### config.mk
export PLATFORM = sky130hd
export DESIGN_NAME = qei_velocity
export DESIGN_NICKNAME = d
export VERILOG_FILES = /design/src/rtl/qei_pkg.sv /design/src/rtl/qei_period_timer.sv /design/src/rtl/qei_velocity.sv
export SDC_FILE = /design/constraint.sdc
export NUM_CORES = 1
export LEC_CHECK = 0
export CORE_MARGIN = 4
export CORE_UTILIZATION = 61
export DETAILED_ROUTE_END_ITERATION = 8
export GPL_TIMING_DRIVEN = 0
export MAX_ROUTING_LAYER = met4
export PLACE_DENSITY = 0.85
export RECOVER_POWER = 25
export SLEW_MARGIN = 20
export SYNTH_ARGS = -nofsm -noshare
export SYNTH_HDL_FRONTEND = slang
export SYNTH_HIERARCHICAL = 1
export SYNTH_SLANG_ARGS = --single-unit
### constraint.sdc
create_clock -name clk -period 5.08 [get_ports clk]
set_input_delay 1.016 -clock clk [delete_from_list [all_inputs] [get_ports clk]]
set_output_delay 1.016 -clock clk [all_outputs]
set_load 0.005 [all_outputs]
### src/rtl/qei_pkg.sv
// Shared definitions for the QEI blocks: step encoding, direction codes and
// a saturating step accumulator helper.
package qei_pkg;

   // 2-bit step encoding: bit0 = forward pulse, bit1 = backward pulse.
   localparam logic [1:0] STEP_NONE    = 2'b00;
   localparam logic [1:0] STEP_FWD     = 2'b01;
   localparam logic [1:0] STEP_BWD     = 2'b10;
   localparam logic [1:0] STEP_ILLEGAL = 2'b11;

   localparam logic DIR_FWD = 1'b0;
   localparam logic DIR_BWD = 1'b1;

   // Add +1/-1/0 for the step code to acc, clamped to the signed range of a
   // w-bit value. Illegal and idle codes leave acc untouched.
   function automatic logic signed [31:0] sat_add(input logic signed [31:0] acc,
                                                  input logic [1:0]         step,
                                                  input int                 w);
      logic signed [31:0] hi;
      logic signed [31:0] lo;
      logic signed [31:0] r;
      hi = (32'sd1 <<< (w - 1)) - 32'sd1;
      lo = -(32'sd1 <<< (w - 1));
      r  = acc;
      if (step == STEP_FWD && acc < hi) begin
         r = acc + 32'sd1;
      end else if (step == STEP_BWD && acc > lo) begin
         r = acc - 32'sd1;
      end
      return r;
   endfunction

endpackage

### src/rtl/qei_period_timer.sv
// Step-to-step period timer: counts cycles between same-direction steps,
// invalidates on reversal, and flags a stall when the counter saturates.
module qei_period_timer
   import qei_pkg::*;
#(
   parameter int PER_W = 16
) (
   input  logic             clk,
   input  logic             rst_n,
   input  logic             en_i,
   input  logic [1:0]       step_i,
   output logic [PER_W-1:0] period_o,
   output logic             period_valid_o,
   output logic             stalled_o
);

   localparam logic [PER_W-1:0] CNT_MAX = '1;
   localparam logic [PER_W-1:0] CNT_ONE = PER_W'(1);

   logic [PER_W-1:0] cnt_q, cnt_d;
   logic [PER_W-1:0] period_q, period_d;
   logic             dir_q, dir_d;
   logic             armed_q, armed_d;   // a timing reference step exists
   logic             valid_q, valid_d;
   logic             stalled_q, stalled_d;
   logic             step_vld;
   logic             step_dir;

   assign step_vld = (step_i == STEP_FWD) || (step_i == STEP_BWD);
   assign step_dir = (step_i == STEP_BWD) ? DIR_BWD : DIR_FWD;

   // Next-state: disable clears timing, steps close/restart a period, idle counts up.
   always_comb begin
      cnt_d     = cnt_q;
      period_d  = period_q;
      dir_d     = dir_q;
      armed_d   = armed_q;
      valid_d   = valid_q;
      stalled_d = stalled_q;
      if (!en_i) begin
         cnt_d   = CNT_ONE;
         armed_d = 1'b0;
         valid_d = 1'b0;
      end else if (step_vld) begin
         if (armed_q && step_dir == dir_q) begin
            period_d = cnt_q;
            valid_d  = 1'b1;
         end else begin
            valid_d  = 1'b0;
         end
         cnt_d     = CNT_ONE;
         dir_d     = step_dir;
         armed_d   = 1'b1;
         stalled_d = 1'b0;
      end else if (cnt_q == CNT_MAX) begin
         // counter holds at max until the next step
         stalled_d = 1'b1;
         valid_d   = 1'b0;
         period_d  = CNT_MAX;
      end else begin
         cnt_d = cnt_q + CNT_ONE;
      end
   end

   // State registers.
   always_ff @(posedge clk or negedge rst_n) begin
      if (!rst_n) begin
         cnt_q     <= CNT_ONE;
         period_q  <= '0;
         dir_q     <= DIR_FWD;
         armed_q   <= 1'b0;
         valid_q   <= 1'b0;
         stalled_q <= 1'b0;
      end else begin
         cnt_q     <= cnt_d;
         period_q  <= period_d;
         dir_q     <= dir_d;
         armed_q   <= armed_d;
         valid_q   <= valid_d;
         stalled_q <= stalled_d;
      end
   end

   assign period_o       = period_q;
   assign period_valid_o = valid_q;
   assign stalled_o      = stalled_q;

endmodule

### src/rtl/qei_velocity.sv
// QEI velocity measurement: signed net steps per gate window (high speed)
// and step-to-step period (low speed), all outputs registered.
module qei_velocity
   import qei_pkg::*;
#(
   parameter int WINDOW_CYCLES = 1000,
   parameter int VEL_W         = 12,
   parameter int PER_W         = 16
) (
   input  logic                    clk,
   input  logic                    rst_n,
   input  logic                    en,
   input  logic                    step_fwd,
   input  logic                    step_bwd,
   output logic signed [VEL_W-1:0] vel_out,
   output logic                    vel_strobe,
   output logic [PER_W-1:0]        period_out,
   output logic                    period_valid,
   output logic                    stalled
);

   localparam int               WIN_W    = (WINDOW_CYCLES > 2) ? $clog2(WINDOW_CYCLES) : 1;
   localparam logic [WIN_W-1:0] WIN_LAST = WIN_W'(WINDOW_CYCLES - 1);

   logic [WIN_W-1:0]        win_q, win_d;
   logic signed [VEL_W-1:0] acc_q, acc_d;
   logic signed [VEL_W-1:0] vel_q, vel_d;
   logic                    strobe_q, strobe_d;
   logic signed [VEL_W-1:0] acc_sum;
   logic [1:0]              step_code;

   assign step_code = {step_bwd, step_fwd};
   // Saturating sum including this cycle's step (illegal code adds nothing).
   assign acc_sum   = VEL_W'(sat_add(32'(acc_q), step_code, VEL_W));

   // Next-state: accumulate across the window, publish and clear on its last cycle.
   always_comb begin
      win_d    = win_q;
      acc_d    = acc_q;
      vel_d    = vel_q;
      strobe_d = 1'b0;
      if (!en) begin
         win_d = '0;
         acc_d = '0;
      end else if (win_q == WIN_LAST) begin
         vel_d    = acc_sum;
         acc_d    = '0;
         win_d    = '0;
         strobe_d = 1'b1;
      end else begin
         acc_d = acc_sum;
         win_d = win_q + WIN_W'(1);
      end
   end

   // Window state and registered velocity outputs.
   always_ff @(posedge clk or negedge rst_n) begin
      if (!rst_n) begin
         win_q    <= '0;
         acc_q    <= '0;
         vel_q    <= '0;
         strobe_q <= 1'b0;
      end else begin
         win_q    <= win_d;
         acc_q    <= acc_d;
         vel_q    <= vel_d;
         strobe_q <= strobe_d;
      end
   end

   assign vel_out    = vel_q;
   assign vel_strobe = strobe_q;

   qei_period_timer #(
      .PER_W (PER_W)
   ) u_period (
      .clk            (clk),
      .rst_n          (rst_n),
      .en_i           (en),
      .step_i         (step_code),
      .period_o       (period_out),
      .period_valid_o (period_valid),
      .stalled_o      (stalled)
   );

endmodule

Yosys cells after proc, flatten, opt, wreduce, memory -nomap -nowiden --
Index checks and enable logic that the tools add are counted.
Word-level totals: input bits 5, flip-flop bits (word level) 71, output and inout port bits 31, word-level logic and storage cells 57
Operators by class: reduce and logical (&&, ||, !) cells 9, equality and inequality tests 9, add/sub/neg operators 4, muxes and demuxes 23, order comparisons 2
Operators by type and width (number):
- 16-bit 2-to-1 mux | 6
- 12-bit 2-to-1 mux | 4
- 10-bit 2-to-1 mux | 2
- 16-bit by 1-bit adder with 16-bit output, second input constant | 1
- 16-bit == test, second input constant | 1
- 12-bit by 2-bit adder with 12-bit output, second input constant | 1
- 12-bit greater-than comparator, second input constant | 1
- 12-bit < comparator, second input constant | 1
- 12-bit by 2-bit subtractor with 12-bit output, second input constant | 1
- 1-bit 2-to-1 mux | 11
- 10-bit by 1-bit adder with 10-bit output, second input constant | 1
- 10-bit == test, second input constant | 1
- 2-bit AND reduction | 3
- 1-bit logical AND | 3
- 3-bit by 1-bit != test with 1-bit output, second input constant | 1
- 3-bit by 2-bit != test with 1-bit output, second input constant | 1
- 3-bit AND reduction | 1
- 2-bit by 1-bit == test with 1-bit output, second input constant | 1
- 2-bit == test, second input constant | 1
- 2-bit by 1-bit != test with 1-bit output, second input constant | 1
- 2-bit != test, second input constant | 1
- 2-bit nonzero test | 1
- 1-bit == test | 1
- 1-bit logical OR | 1

Logic depth before layout (Yosys ltp) --
Gate-level depths: netlist (run 1).
depth in word-level cells 7, mapped depth 8, depth with buffers taken out 8

Modules after synthesis --
The synthesis (run 1) kept the hierarchy.
By module, submodules not included:
- qei_velocity | cells each 195, area each 1851.8 µm², times used 1, sequential area each 875.8 µm²
- qei_period_timer | cells each 146, area each 1641.6 µm², times used 1, sequential area each 902.1 µm²

Worst setup path after synthesis (run 1) --
OpenSTA, ideal clock, no wires.
path kind input -> register, start point in step_fwd, end point reg u_period.period_q[10], in the netlist u_period/period_o[10], required time 4.959 ns, arrival time 2.272 ns, stages on the path 6, slack 2.687 ns, library setup time 0.121 ns, buffers on the path 1, cells stage by stage inv_1 -> ha_1 -> nor2b_1 -> nand3_1 -> clkbuf_1 -> o22a_1
Between the ends: longest elaborated chain between the ends 6, elaborated cells between the ends (all ways) 10, classes of those cells 4 x eq/ne; 2 x mux; 4 x reduce/logical
RTL lines:
- start: declaration | RTL line qei_velocity.sv:13 | input logic step_fwd,
- 2-bit == test | RTL line qei_period_timer.sv:29, qei_period_timer.sv:30
- 1-bit 2-to-1 mux | RTL line qei_period_timer.sv:30 | assign step_dir = (step_i == STEP_BWD) ? DIR_BWD : DIR_FWD;
- 1-bit == test | RTL line qei_period_timer.sv:45 | if (armed_q && step_dir == dir_q) begin
- 1-bit logical AND | RTL line qei_period_timer.sv:45
- 2-bit != test (no line)
- 3-bit AND reduction (no line)
- end signal: assignment | RTL line qei_period_timer.sv:76 | period_q <= period_d;
- end: declaration | RTL line qei_period_timer.sv:21 | logic [PER_W-1:0] period_q, period_d;
Parallel ways exist; a longest one is shown, timed or not. A chain may end at the register's enable or synchronous reset.

Final worst setup path (run 1) --
Same ends and word-level chain as after synthesis.

==> results summary, run 1 <==
The count of cells resized by post-cts repair is 0. The detailed placer's ending HPWL came out at 5.19 mm. The worst-skew pair later-pin latency came out at between 0.3 and 0.4 ns. The maximum level of the CTS H-tree is 3.

The number of nets in the synthesized netlist is roughly 350. The largest driver fanout on the critical path came out at 10. The fmax is roughly 0.35 GHz. Adding up every negative setup slack in the final design gives 0 ns. The final hold violation count came out at 0. The headroom to the max-slew limit came out at -18.6%. Clock-pin slew was measured on the worst setup and hold paths at around 0.070 ns. In the finished design, the share of the clock period the worst path needs comes to around 57%.

The synthesized instance count is 341. For this design the top-level I/O count stands at 36. From left edge to right edge, the die measures approximately 84 um. Buffers inserted during clock tree synthesis total 9. STA classifies the critical path endpoint as a flop. The arrival time of the worst setup path came out at 3.18 ns.

For this block, the via count after detailed routing is roughly 2800. The detail route stage leaves a number of antenna-violating nets equal to 0. The worst hold slack after final layout is ~0.46 ns.

Setup repair after global routing left no endpoint under its margin. The design draws around 1.5 mW. Leaving out fill and tap cells, the most frequent cell in the layout is dfrtp_1.

The minimum period implied by the final worst setup slack is 2.89 ns. The area enclosed by the die boundary came out at about 7000 sq um. VDD sags by at most 0.000217 V.

The final cell count without fillers is ~470. The total wirelength of the detailed-routed design came out at 7.58 mm. The power per unit of standard cell area is between 300 and 400 nW/um^2.

The number of antenna violations at the first check in global routing is 0. The final weighted congestion of routability-driven global placement came out at between 0.8 and 0.9. The cell area after layout came out at 4170 sq um. In this run the vertical extent of the chip is approximately 84 um.

STA puts the critical path data required time at 5.37 ns. OpenSTA, run right after detailed placement, puts the worst setup slack at 1.80 ns. The hold-fix buffer count after cts came out at 0. The number of buffer cells added on primary ports came out at 35. Fill cells in the final layout number roughly 380. The run finished, with violations left. The synthesized netlist occupies a cell area of between 3000 and 4000 sq um. The dominant synthesized flop cell is dfrtp_1.

Clock skew on the completed layout was measured at around 0.0070 ns. The count of distinct cell types in the synthesized netlist came out at 62. After the last flow step, the layout net total stands at between 300 and 400. The count of standard-cell rows is 27. The cell area after placement came out at 3950 sq um. The share of post-route cells with drive strength above 1 came out at between 10% and 20%. The number of enable flip-flop cells after synthesis came out at 0. The setup path with the least slack is of type in -> reg. At the pin with the least slew margin, the transition time is roughly 1.8 ns.

The number of diodes came out at 0. The clock tree from TritonCTS is done. The analysis attributes to cell leakage a power of roughly 1.8 nW. No sink is reached through more buffers than the 2 on the longest clock path. Setup violations remaining at the end of the flow were counted as 0. At the end of the flow the core is filled with cells to roughly 75%. The largest net degree at the start of global routing is 40. The number of iterations in the first detailed-routing pass came out at 4.

The number of vias per cell is about 6.0. The detailed-route DRC error count is 0. In the synthesized netlist the async set-or-reset flop fraction comes to 100%. The number of maximum-capacitance constraint violations came out at 1. The kind of path behind the tightest hold check is reg -> reg. The via count of the first global-routing pass came out at between 2000 and 3000. The least setup slack across all paths after layout came out at between 2 and 2.5 ns. The first-pass GRT wire length is between 10 and 15 mm. The fraction of the yosys area taken by sequential cells is roughly half. The iteration-0 DRC count of the detailed router is between 90 and 100. The category of the worst setup path launch point is an input pin.

The final reports fail on capacitance limit, slew limit. The overall track demand over capacity in global routing came out at 23.8%. The area of the core is between 5000 and 6000 sq um. The final max-slew violation count came out at 33. Once the clock tree was built, the setup fixing pass inserted 0 buffers. The remaining global-route overflow is 0. The number of synthesized register bits came out at 71. The CTS sink count is 71.

The number of cells in the design after placement is 449. CTS placed an instance of clkbuf_8 at the clock tree root. The layout overhead on the synthesized area came out at 19.3%. The synthesized area per cell came out at a little over 10 sq um. The detail-routed net length per standard cell is around 16 um. Leaving out fill and tap cells, the most frequent cells in the layout are dfrtp_1 (70), nand2_1 (35), clkdlybuf4s50_1 (34), nor2_1 (32), o21ai_0 (17).

During synthesis, Yosys emitted a total of 6 warnings. The initial core utilization is ~63%.
[flip-flops by register name (all words and copies together), names as in the netlist, 10 cells and up]
name,flops
u_period/cnt_q,16
u_period/period_o,16
acc_q,12
vel_out,12
win_q,10
[path summary, 6_finish.rpt]
kind / from / to / slack [ns] / cells after the start
min reg2reg: win_q[0]$_DFF_PN0_ / win_q[0]$_DFF_PN0_ / 0.46 / 1
max in group asynchronous: rst_n / vel_out[0]$_DFFE_PN0P_ / 2.93 / 1
min: win_q[0]$_DFF_PN0_ / win_q[0]$_DFF_PN0_ / 0.46 / 1
max: step_fwd / u_period/period_o[10]$_DFFE_PN0P_ / 2.19 / 8
max reg2reg: u_period/cnt_q[0]$_DFFE_PN1P_ / u_period/cnt_q[1]$_DFFE_PN0P_ / 2.78 / 6
min in group asynchronous: rst_n / u_period/cnt_q[2]$_DFFE_PN0P_ / 1.12 / 1
[layer usage]
metal | vias up | track usage, % | part of all wire [%]
li1 | 1326 | - | -
met1 | 1342 | 28.6 | 43
met2 | 79 | 38.5 | 50
met3 | 21 | 4.34 | 3.9
met4 | 0 | 12.1 | 2.9
met5 | - | - | 0
[worst max-delay path, cell delays in order]
cell and delay [ns]:
clkdlybuf4s50_1 0.51, inv_1 0.06, ha_1 0.33, nor2b_1 0.21, nand3_1 0.38, o41ai_4 0.23, buf_4 0.27, o22a_1 0.16
[final cells by class]
cell class                 count  area (sq um)  share of cell area [%]
sequential                    71          1780                    42.6
multi-input combinational    246          1590                    38.2
timing repair buffer          36           364                    8.73
clock buffer                   9           124                    2.97
clock inverter                 7          97.6                    2.34
buffer                        16          91.3                    2.19
tap                           72          90.1                    2.16
inverter                       8          30.0                   0.720
[power breakdown]
part	switching (mW)	total (mW)	leakage (nW)	internal (mW)
combinational	0.133	0.315	0.741	0.182
clock	0.226	0.503	0.105	0.277
sequential	0.0522	0.688	0.941	0.636
[Yosys cell counts, drive strengths merged, types with 3 or more instances]
master	number	area (sq um)
nor2	32	120
o22a	16	140
and4	3	27.5
buf	9	60.1
a21oi	10	50.1
nand4	8	56.3
nor4	5	46.3
nand3	11	55.1
clkbuf	6	22.5
a31oi	8	56.3
ha	6	75.1
a211oi	3	22.5
or3	7	45.1
dfrtp	70	1750
nand2	35	131
inv	8	30.0
nor2b	5	31.3
and3	4	25.0
xor2	10	87.6
and2	6	37.5
xnor2	8	70.1
nand2b	6	37.5
nor3	9	50.1
o21ai	23	115
and4b	3	33.8
[kinds of logic (layout without fill, tap and decap cells)]
family,after synthesis,after routing,synth area share [%]
simple gates,140,140,21.9
flops,71,71,50.9
buf+inv,24,76,3.47
mux,2,2,0.609
compound gates,80,80,16.4
xor+xnor,18,18,4.51
fa+ha+maj,6,6,2.15
No activity file was read; power rests on OpenSTA's default activity.
==> inputs of run 2 (changes only) <==
--- a/config.mk
+++ b/config.mk
@@ -6,11 +6,11 @@
 export NUM_CORES = 1
 export LEC_CHECK = 0
 export CORE_MARGIN = 4
-export CORE_UTILIZATION = 61
+export CORE_UTILIZATION = 51
 export DETAILED_ROUTE_END_ITERATION = 8
 export GPL_TIMING_DRIVEN = 0
 export MAX_ROUTING_LAYER = met4
-export PLACE_DENSITY = 0.85
+export PLACE_DENSITY = 0.76
 export RECOVER_POWER = 25
 export SLEW_MARGIN = 20
 export SYNTH_ARGS = -nofsm -noshare
==> constraint.sdc (replaced) <==
create_clock -name clk -period 2.45 [get_ports clk]
set_input_delay 0.49 -clock clk [delete_from_list [all_inputs] [get_ports clk]]
set_output_delay 0.49 -clock clk [all_outputs]
set_load 0.005 [all_outputs]
==> run 2 against run 1 <==
Against the previous run: clock power grew 110%; largest power group unchanged; flip-flop and latch count is the same; the run still ends with capacitance limit, slew limit left; clock skew grew 0.0040 ns; highest routed layer unchanged.
==> results summary, run 2 (synthesis results as in run 1) <==
The overall track demand over capacity in global routing came out at 20.0% (-3.8 points). The number of failing setup endpoints in the final timing report is 0 (unchanged). The cell area after placement came out at 3960 sq um (+0.16%). The headroom to the max-slew limit came out at -27.4% (-8.8 points). STA classifies the critical path endpoint as a flop. The buffer type at the clock tree root is clkbuf_8. The remaining global-route overflow came out at 0 (unchanged). The required arrival time at the worst endpoint is 2.69 ns (-2.68 ns). The clock tree from TritonCTS is done. The arrival time of the worst setup path came out at 2.52 ns (-0.66 ns).

The final hold violation count came out at 0 (unchanged). The met2 capacity usage during global routing came out at 32.3% (-6.2 points). The relative contribution of the clock network to total power came out at 33.7% (+0.3 points). The height of the die came out at 90.8 um (+8.5%). The global-route track usage on met1 is 24.4% (-4.2 points). The via count of the first global-routing pass came to 2764 (-1.6%).

The critical path is of the in -> reg type. The number of iterations in the first detailed-routing pass is 4 (unchanged). The hold-fix buffer count after cts is 0 (unchanged). The area enclosed by the die boundary is 8240 sq um (+18%). The first-pass GRT wire length is 13.0 mm (+0.70%). The count of standard-cell rows came to 29 (+7.4%). The post-route fraction of the period consumed by the critical path came out at 93.2%.

The initial core utilization came out at 53.8% (-9.3 points). In the layout the commonest cells are dfrtp_1 (70), nand2_1 (35), clkdlybuf4s50_1 (34), nor2_1 (32), o21ai_0 (17). The overall power after layout is 3.12 mW (+110%). The least setup slack across all paths after layout came out at 0.168 ns (-2.02 ns).

The final max-slew violation count came to 35 (+6.1%). The number of ports placed on the die boundary is 36 (unchanged). The cell internal power dissipation came out at 2.30 mW (+110%). The CTS sink count came out at 71 (unchanged).

The checks that failed: capacitance limit, slew limit. Setup repair after global routing left no endpoint under its margin. The detailed-route DRC error count came out at 0 (unchanged). The sum of negative setup slack is 0 ns (unchanged). The cell area after layout came out at 4180 sq um (+0.30%). The number of buffer cells added on primary ports is 35 (unchanged). The worst-case vdd ir drop is 0.000468 V (+120%). The number of buffers inserted to repair setup after CTS is 0 (unchanged).

The path class of the tightest hold or removal check is reg -> reg. The layout overhead on the synthesized area is 19.7%. The total wirelength of the detailed-routed design is 7.46 mm (-1.6%). The portion of total power attributed to sequential cells came to 45.7% (about the same). The worst hold slack after final layout is 0.460 ns (+0.00299 ns). The number of vias per cell came out at 5.85 (-1.7%).

The detail-routed net length per standard cell came out at 15.9 um (-2.7%). The worst setup slack after placement is -0.324 ns (-2.13 ns). The switching component of the power came out at 0.823 mW (+100%). The utilization after layout came out at 64.4% (-11 points).

The iteration-0 DRC count of the detailed router came out at 125 (+34%). The minimum period implied by the final worst setup slack came out at around 2.3 ns. The number of routed nets with antenna violations is 0 (unchanged). After global routing, the most crowded layer is met2. The number of buffers added by the clock tree synthesis step is 9 (unchanged). The area of the core came out at 6490 sq um (+17%). The number of buffers on the longest clock path came out at 2 (unchanged).

The fmax is 0.438 GHz. The met3 usage came to 4.67% (+0.32 points). The final cell count without fillers came out at 470 (+1.1%). The number of diodes is 0 (unchanged). The number of antenna violations at the first check in global routing came out at 0 (unchanged). The share of post-route cells with drive strength above 1 came out at 10.2% (unchanged). The switching share of power is 26.4% (-0.91 points). The clock skew came out at 0.0110 ns (+0.00404 ns). The portion of total power attributed to combinational logic is 20.6% (-0.3 points). The final weighted congestion of routability-driven global placement is 0.840 (-4.0%).

The leakage power figure came to 1.80 nW (+0.53%). The largest driver fanout on the critical path is 10 (unchanged). The largest net degree at the start of global routing came out at 38 (-5.0%). The number of cells in the design after placement came out at 454 (+1.1%). The total number of vias is 2750 (-0.65%). The chip width is 90.8 um (+8.5%). The number of nets in the final layout is 399 (unchanged). The detailed placer's ending HPWL is 5.22 mm (+0.59%).

The power per unit of standard cell area came out at 746 nW/um^2 (+110%). STA classifies the critical path startpoint as an input pin. The run finished, with violations left. The number of maximum-capacitance constraint violations came to 1 (unchanged).

The worst-skew pair later-pin latency is 0.35 ns (about the same). The clock-pin slew reported for the worst setup and hold paths after clock tree synthesis was 0.07 ns (about the same). The library cell used most frequently in the layout, excluding fill and tap cells, is dfrtp_1. The count of cells resized by post-cts repair is 0 (unchanged). The maximum level of the CTS H-tree is 3 (unchanged). The slew at the pin closest to its max-slew limit is 1.91 ns (+0.132 ns).
## run 2: layer usage
layer	part of all wire, %	up-vias
met3	3.1	17
met2	49	53
met5	0	-
met4	2.0	0
met1	45	1351
li1	-	1329
## run 2: area by class of cell
cell class,instances,area [sq um]
inverters,8,30.0
plain buffers,16,91.3
well taps,77,96.3
clock buffers,11,141
multi-input cells,246,1600
fillers,546,2310
flip-flops and latches,71,1780
repair buffers,36,364
clock inverters,5,81.3
## run 2: worst paths after layout
kind	startpoint	endpoint	slack [ns]	depth (start not counted)
min in group asynchronous	rst_n	u_period/period_o[3]$_DFFE_PN0P_	0.66	1
max in group asynchronous	rst_n	acc_q[10]$_DFF_PN0_	0.68	1
max	step_fwd	u_period/period_o[9]$_DFFE_PN0P_	0.17	7
max reg2reg	u_period/cnt_q[0]$_DFFE_PN1P_	u_period/period_o[9]$_DFFE_PN0P_	0.18	5
min reg2reg	win_q[0]$_DFF_PN0_	win_q[0]$_DFF_PN0_	0.46	1
min	win_q[0]$_DFF_PN0_	win_q[0]$_DFF_PN0_	0.46	1
## run 2: power groups by stage
stage               registers (mW)  clock network [mW]  logic [mW]
CTS                           1.43                1.08       0.651
detailed placement            1.45                   0       0.648
global placement              1.44                   0       0.634
finish                        1.43                1.05       0.643
floorplan                     1.44                   0       0.324
global route                  1.45                1.13       0.714
## run 2: critical path, stage by stage
cell	delay, ns
clkdlybuf4s50_1	0.52
inv_1	0.06
ha_1	0.33
nor2b_1	0.26
nand3_2	0.27
clkbuf_1	0.31
o22a_1	0.26
